<file path="src/rtl/timer_pkg.sv">
// Shared type definitions for the down-counting timer.
package timer_pkg;

  // Controller states; encoding is left to the enum.
  typedef enum logic [1:0] {
    ST_IDLE  = 2'd0,
    ST_RUN   = 2'd1,
    ST_PAUSE = 2'd2
  } state_t;

  // Behaviour when the count reaches zero.
  typedef enum logic {
    ONE_SHOT = 1'b0,
    PERIODIC = 1'b1
  } mode_t;

endpackage

</file>
<file path="src/rtl/down_timer_if.sv">
// Load handshake and status bundle for down_timer.
interface down_timer_if #(
  parameter int unsigned MAX_COUNT = 255
);
  localparam int unsigned W = (MAX_COUNT < 1) ? 1 : $clog2(MAX_COUNT + 1);

  logic         load_valid;
  logic         load_ready;
  logic [W-1:0] load_value;
  logic         load_periodic;
  logic         pause;
  logic         abort;
  logic [W-1:0] count;
  logic         busy;
  logic         expired;

  // Requester side: issues loads and control, observes status.
  modport master (
    output load_valid, load_value, load_periodic, pause, abort,
    input  load_ready, count, busy, expired
  );

  // Timer side.
  modport slave (
    input  load_valid, load_value, load_periodic, pause, abort,
    output load_ready, count, busy, expired
  );
endinterface

</file>
<file path="src/rtl/down_timer.sv">
// Loadable down-counter with one-shot / auto-reload modes, pause and abort.
module down_timer
  import timer_pkg::*;
#(
  parameter int unsigned MAX_COUNT = 255
) (
  input  logic       clk,
  input  logic       reset,
  down_timer_if.slave bus
);

  localparam int unsigned W = (MAX_COUNT < 1) ? 1 : $clog2(MAX_COUNT + 1);
  localparam logic [W-1:0] MAX_W = W'(MAX_COUNT);

  state_t       state_q, state_d;
  mode_t        mode_q, mode_d;
  logic [W-1:0] count_q, count_d;
  logic [W-1:0] reload_q, reload_d;
  logic         expired_q, expired_d;
  logic         busy_q;
  logic         load_ready_c;
  logic [W-1:0] load_sat;

  // Clamp an oversized load to the largest legal count.
  assign load_sat = (bus.load_value > MAX_W) ? MAX_W : bus.load_value;

  // State and datapath registers; reset discards any operation in flight.
  always_ff @(posedge clk or posedge reset) begin
    if (reset) begin
      state_q   <= ST_IDLE;
      mode_q    <= ONE_SHOT;
      count_q   <= '0;
      reload_q  <= '0;
      expired_q <= 1'b0;
      busy_q    <= 1'b0;
    end else begin
      state_q   <= state_d;
      mode_q    <= mode_d;
      count_q   <= count_d;
      reload_q  <= reload_d;
      expired_q <= expired_d;
      busy_q    <= (state_d != ST_IDLE);
    end
  end

  // Next state: abort wins; a released pause acts like a running cycle.
  always_comb begin
    state_d = state_q;
    if (bus.abort) begin
      state_d = ST_IDLE;
    end else begin
      case (state_q)
        ST_IDLE: begin
          if (bus.load_valid) state_d = ST_RUN;
        end
        ST_RUN, ST_PAUSE: begin
          if (bus.pause)
            state_d = ST_PAUSE;
          else if ((count_q == '0) && (mode_q == ONE_SHOT))
            state_d = ST_IDLE;
          else
            state_d = ST_RUN;
        end
        default: state_d = ST_IDLE;
      endcase
    end
  end

  // Datapath next values, expiry pulse and load acceptance.
  always_comb begin
    count_d      = count_q;
    reload_d     = reload_q;
    mode_d       = mode_q;
    expired_d    = 1'b0;
    load_ready_c = (state_q == ST_IDLE) && !bus.abort;
    if (bus.abort) begin
      count_d = '0;
    end else begin
      case (state_q)
        ST_IDLE: begin
          if (bus.load_valid) begin
            count_d  = load_sat;
            reload_d = load_sat;
            mode_d   = bus.load_periodic ? PERIODIC : ONE_SHOT;
          end
        end
        ST_RUN, ST_PAUSE: begin
          if (!bus.pause) begin
            if (count_q != '0) begin
              count_d = count_q - W'(1);
            end else begin
              expired_d = 1'b1;
              if (mode_q == PERIODIC) count_d = reload_q;
            end
          end
        end
        default: begin
          count_d = '0;
        end
      endcase
    end
  end

  assign bus.load_ready = load_ready_c;
  assign bus.count      = count_q;
  assign bus.busy       = busy_q;
  assign bus.expired    = expired_q;

endmodule

</file>
<file path="src/flat_wrapper.sv">
// flat-port wrapper written by rule: the top's interface ports become plain ports
module down_timer_flat import timer_pkg::*;
#(
  parameter int unsigned MAX_COUNT = 255
)
  (clk, reset, bus_load_valid, bus_load_value, bus_load_periodic, bus_pause, bus_abort, bus_load_ready, bus_count, bus_busy, bus_expired);
  down_timer_if #(.MAX_COUNT(MAX_COUNT)) bus_i ();
  input  logic clk;
  input  logic reset;
  input wire logic [$bits(bus_i.load_valid)-1:0] bus_load_valid;
  input wire logic [$bits(bus_i.load_value)-1:0] bus_load_value;
  input wire logic [$bits(bus_i.load_periodic)-1:0] bus_load_periodic;
  input wire logic [$bits(bus_i.pause)-1:0] bus_pause;
  input wire logic [$bits(bus_i.abort)-1:0] bus_abort;
  output wire logic [$bits(bus_i.load_ready)-1:0] bus_load_ready;
  output wire logic [$bits(bus_i.count)-1:0] bus_count;
  output wire logic [$bits(bus_i.busy)-1:0] bus_busy;
  output wire logic [$bits(bus_i.expired)-1:0] bus_expired;
  assign bus_i.load_valid = bus_load_valid;
  assign bus_i.load_value = bus_load_value;
  assign bus_i.load_periodic = bus_load_periodic;
  assign bus_i.pause = bus_pause;
  assign bus_i.abort = bus_abort;
  assign bus_load_ready = bus_i.load_ready;
  assign bus_count = bus_i.count;
  assign bus_busy = bus_i.busy;
  assign bus_expired = bus_i.expired;
  down_timer #(.MAX_COUNT(MAX_COUNT)) u_core (.clk(clk), .reset(reset), .bus(bus_i));
endmodule
</file>
<file path="config.mk">
export PLATFORM = sky130hd
export DESIGN_NAME = down_timer_flat
export DESIGN_NICKNAME = d
export VERILOG_FILES = /design/src/rtl/timer_pkg.sv /design/src/rtl/down_timer_if.sv /design/src/rtl/down_timer.sv /design/src/flat_wrapper.sv
export SDC_FILE = /design/constraint.sdc
export NUM_CORES = 1
export LEC_CHECK = 0
export ABC_CLOCK_PERIOD_IN_PS = 2800
export BUFFER_PORTS_ARGS = -buffer_cell sky130_fd_sc_hd__buf_2
export CAP_MARGIN = 10
export CORE_UTILIZATION = 55
export CTS_BUF_LIST = sky130_fd_sc_hd__clkbuf_2 sky130_fd_sc_hd__clkbuf_4 sky130_fd_sc_hd__clkbuf_8
export CTS_CLUSTER_SIZE = 10
export DETAILED_ROUTE_END_ITERATION = 8
export PLACE_DENSITY = 0.8
export SLEW_MARGIN = 0
export SYNTH_ARGS = -nofsm -noshare
export SYNTH_HDL_FRONTEND = slang
export SYNTH_SLANG_ARGS = --single-unit
export TNS_END_PERCENT = 100
</file>
<file path="constraint.sdc">
create_clock -name clk -period 2.8 [get_ports clk]
set_input_delay 0.14 -clock clk [delete_from_list [all_inputs] [get_ports clk]]
set_output_delay 0.14 -clock clk [all_outputs]
set_load 0.005 [all_outputs]
</file>
==> qor.yml <==
outcome: "finished clean"
n_antenna_cell: 0
nFillCells: 163
path_clk_slew_ns: 0.12
ys_ff_latch: 21
r2r_cells: 7
start_util_pct: 59.69
cts_setup_buffers: 0
io_pins: 25
core_area_um2: 2002
p_clk_share_pct: 12.9
drt-initial-drc-count: 28
rsz0062_at_grt: "no"
p_sw_share_pct: 41.59
clock_latency_ns: 0.31
ys_seq_area_share_pct: 43.98
final_common_cell: "buf_2"
antenna_found_initial: 0
netlist.top_cell.by_area: "dfrtp_1"
slew_headroom_pct: 48.71
grt_pass1_wl_um: 4781
cts_buffer_depth: 2
p_int_uw: 674.0
routedWlPerCell_um: 15.92
ctsHtreeMaxLevel: 1
route.detailed.drc: 0
die_height_um: 48.61
cts_tree: "built"
cts_buffers: 3
yosys-top-cells-area: "dfrtp_1 44%, mux2_2 8.5%, o21ai_2 5.1%"
power_density_nw_per_um2: 853.9
reg2reg_from: "u_core.bus.count[0]"
place.gp.congestion: 0.8782
drv_cap: 0
grt_pass1_vias: 1048
ff2ff_setup_slack_ns: 0.26
vias: 1044
worst_slew_pin_slew_ns: 0.7685
worst-path-max-fanout: 10
min_period_ns: 2.542
clock_sinks: 21
yosysUniqueCellTypes: 34
post_route_cells_drive_above_1_share_pct: 36.11
hold_viol_final: 0
grt_start_max_net_pins: 22
cp.required_ns: 3.01
final_cell_mix: "24 x buf_2, 21 x dfrtp_1, 13 x nand2_1"
min-delay-start: "bus_load_periodic"
numPortBuffers: 24
ant_nets: 0
worst_setup_path_start_kind: "register"
leakage_nw: 0.6181
total_power_mw: 1.154
max_freq_mhz: 393.5
core.rowCount: 16
avgViaCountPerCell: 6.105
clock-root-buffer: "clkbuf_4"
crit_type: "register to register"
combPwrFrac_pct: 45.0
grt-ovfl-total: 0
fin_tns_setup_ns: 0
yosys_warnings: 0
async_flop_share_pct: 100.0
grt_use_total_pct: 26.53
hp-class: "input pin to register"
end_kind: "register"
synth_edf_count: 0
hold_depth: 2
post-dp-hpwl_um: 1986
peakVddDrop_uv: 555.6
setup_viol: 0
area_delta_synth_final_pct: 13.09
fin_worst_skew_ns: 0.006599
synth_nets: 137
synthCells: 120
yosysTopAreaCellShare_pct: 43.98
routed_wl_um: 2722
dr.pass1.iters: 4
timing.final.crit_share_pct: 90.77
arrival_ns: 2.75
dieArea_um2: 2363
timing.rr.end: "u_core.bus.count[1]"
min_to: "u_core.mode_q"
avgSynthCellArea_um2: 9.957
fin_nets: 162
synthesis.area_um2: 1195
p_switching_uw: 479.9
synthFlopType: "dfrtp_1"
drv_slew: 0
chipWidth_um: 48.61
pwr-share-seq_pct: 42.1
-- final cells by class --
class                   count  area [µm²]  share of cell area [%]
clock buffers               3       22.52                   1.667
multi-input cells          87       604.3                   44.72
repair buffers             26       137.6                   10.19
clock inverters             1       5.005                  0.3704
well taps                  27       33.78                   2.500
inverters                   6       22.52                   1.667
flip-flops and latches     21       525.5                   38.89
-- worst max-delay path by stage --
stage                                   start  slack (ns)  cells after the start             endpoint
after floorplan           u_core.bus.count[0]        0.56                      9  u_core.bus.count[7]
after global placement    u_core.bus.count[0]        0.43                      7  u_core.bus.count[7]
after detailed placement  u_core.bus.count[0]        0.31                      7  u_core.bus.count[0]
after CTS                 u_core.bus.count[0]        0.28                      7  u_core.bus.count[1]
after global routing      u_core.bus.count[0]        0.12                      7  u_core.bus.count[0]
final                     u_core.bus.count[0]        0.26                      7  u_core.bus.count[1]
-- repair_timing --
| action | 4_1_cts | 5_1_grt |
|---|---|---|
| gates resized for setup | 0 | 0 |
| endpoints found under the hold margin | 21 | 0 |
| hold buffers | 1 | 0 |
-- power by group through the flow --
stage	sequential, mW	combinational [mW]	clock (mW)
2_1_floorplan	0.464	0.402	0
3_3_place_gp	0.478	0.495	0
3_5_place_dp	0.488	0.513	0
4_1_cts	0.481	0.517	0.150
5_1_grt	0.500	0.580	0.165
6_report	0.485	0.520	0.149
-- metrics by stage --
step	setup slack, ns	util [%]	area, µm²	hold slack [ns]	std cells
after floorplan	0.5553	-	1195	0.1165	120
after global placement	0.4256	65.63	1314	0.3141	166
after detailed placement	0.3065	65.63	1314	0.3228	166
after CTS	0.2802	67.50	1351	0.05523	171
after global routing	0.1250	67.50	1351	0.04142	171
final	0.2584	67.50	1351	0.05503	171
-- logic make-up after synthesis --
kind of cell | share of synthesized area (%)
fa+ha+maj | 3.142
simple gates | 18.12
compound gates | 20.84
buf+inv | 5.445
flops | 43.98
mux | 8.482
-- metal layers --
metal	up-vias	global-route usage (%)	routed length, µm
met3	11	5.975	163
met5	-	0	0
li1	488	-	-
met1	493	33.54	1152
met4	0	16.18	110
met2	52	41.20	1296
-- cell usage after synthesis, types with 3 or more instances --
cell type	instances
dfrtp_1	21
nand2_1	13
mux2_2	9
a21oi_1	7
o21ai_2	7
inv_1	6
nor3_1	6
o21ai_0	6
a22oi_1	5
nor2_1	5
o31ai_1	4
a31oi_1	3
ha_1	3
-- worst max-delay path, stage by stage, from the launching register on --
cell and delay [ns]:
dfrtp_1 0.48, inv_1 0.09, ha_1 0.27, or4b_1 0.59, or2_1 0.38, o22ai_4 0.27
or2_4 0.27, o21ai_2 0.08
-- registers in the layout, indices dropped and copies added, names as in the netlist --
name                count
u_core.bus.count        8
u_core.reload_q         8
u_core.bus.busy         1
u_core.mode_q           1
u_core.state_q          2
u_core.bus.expired      1
No activity file was read; power rests on OpenSTA's default activity.
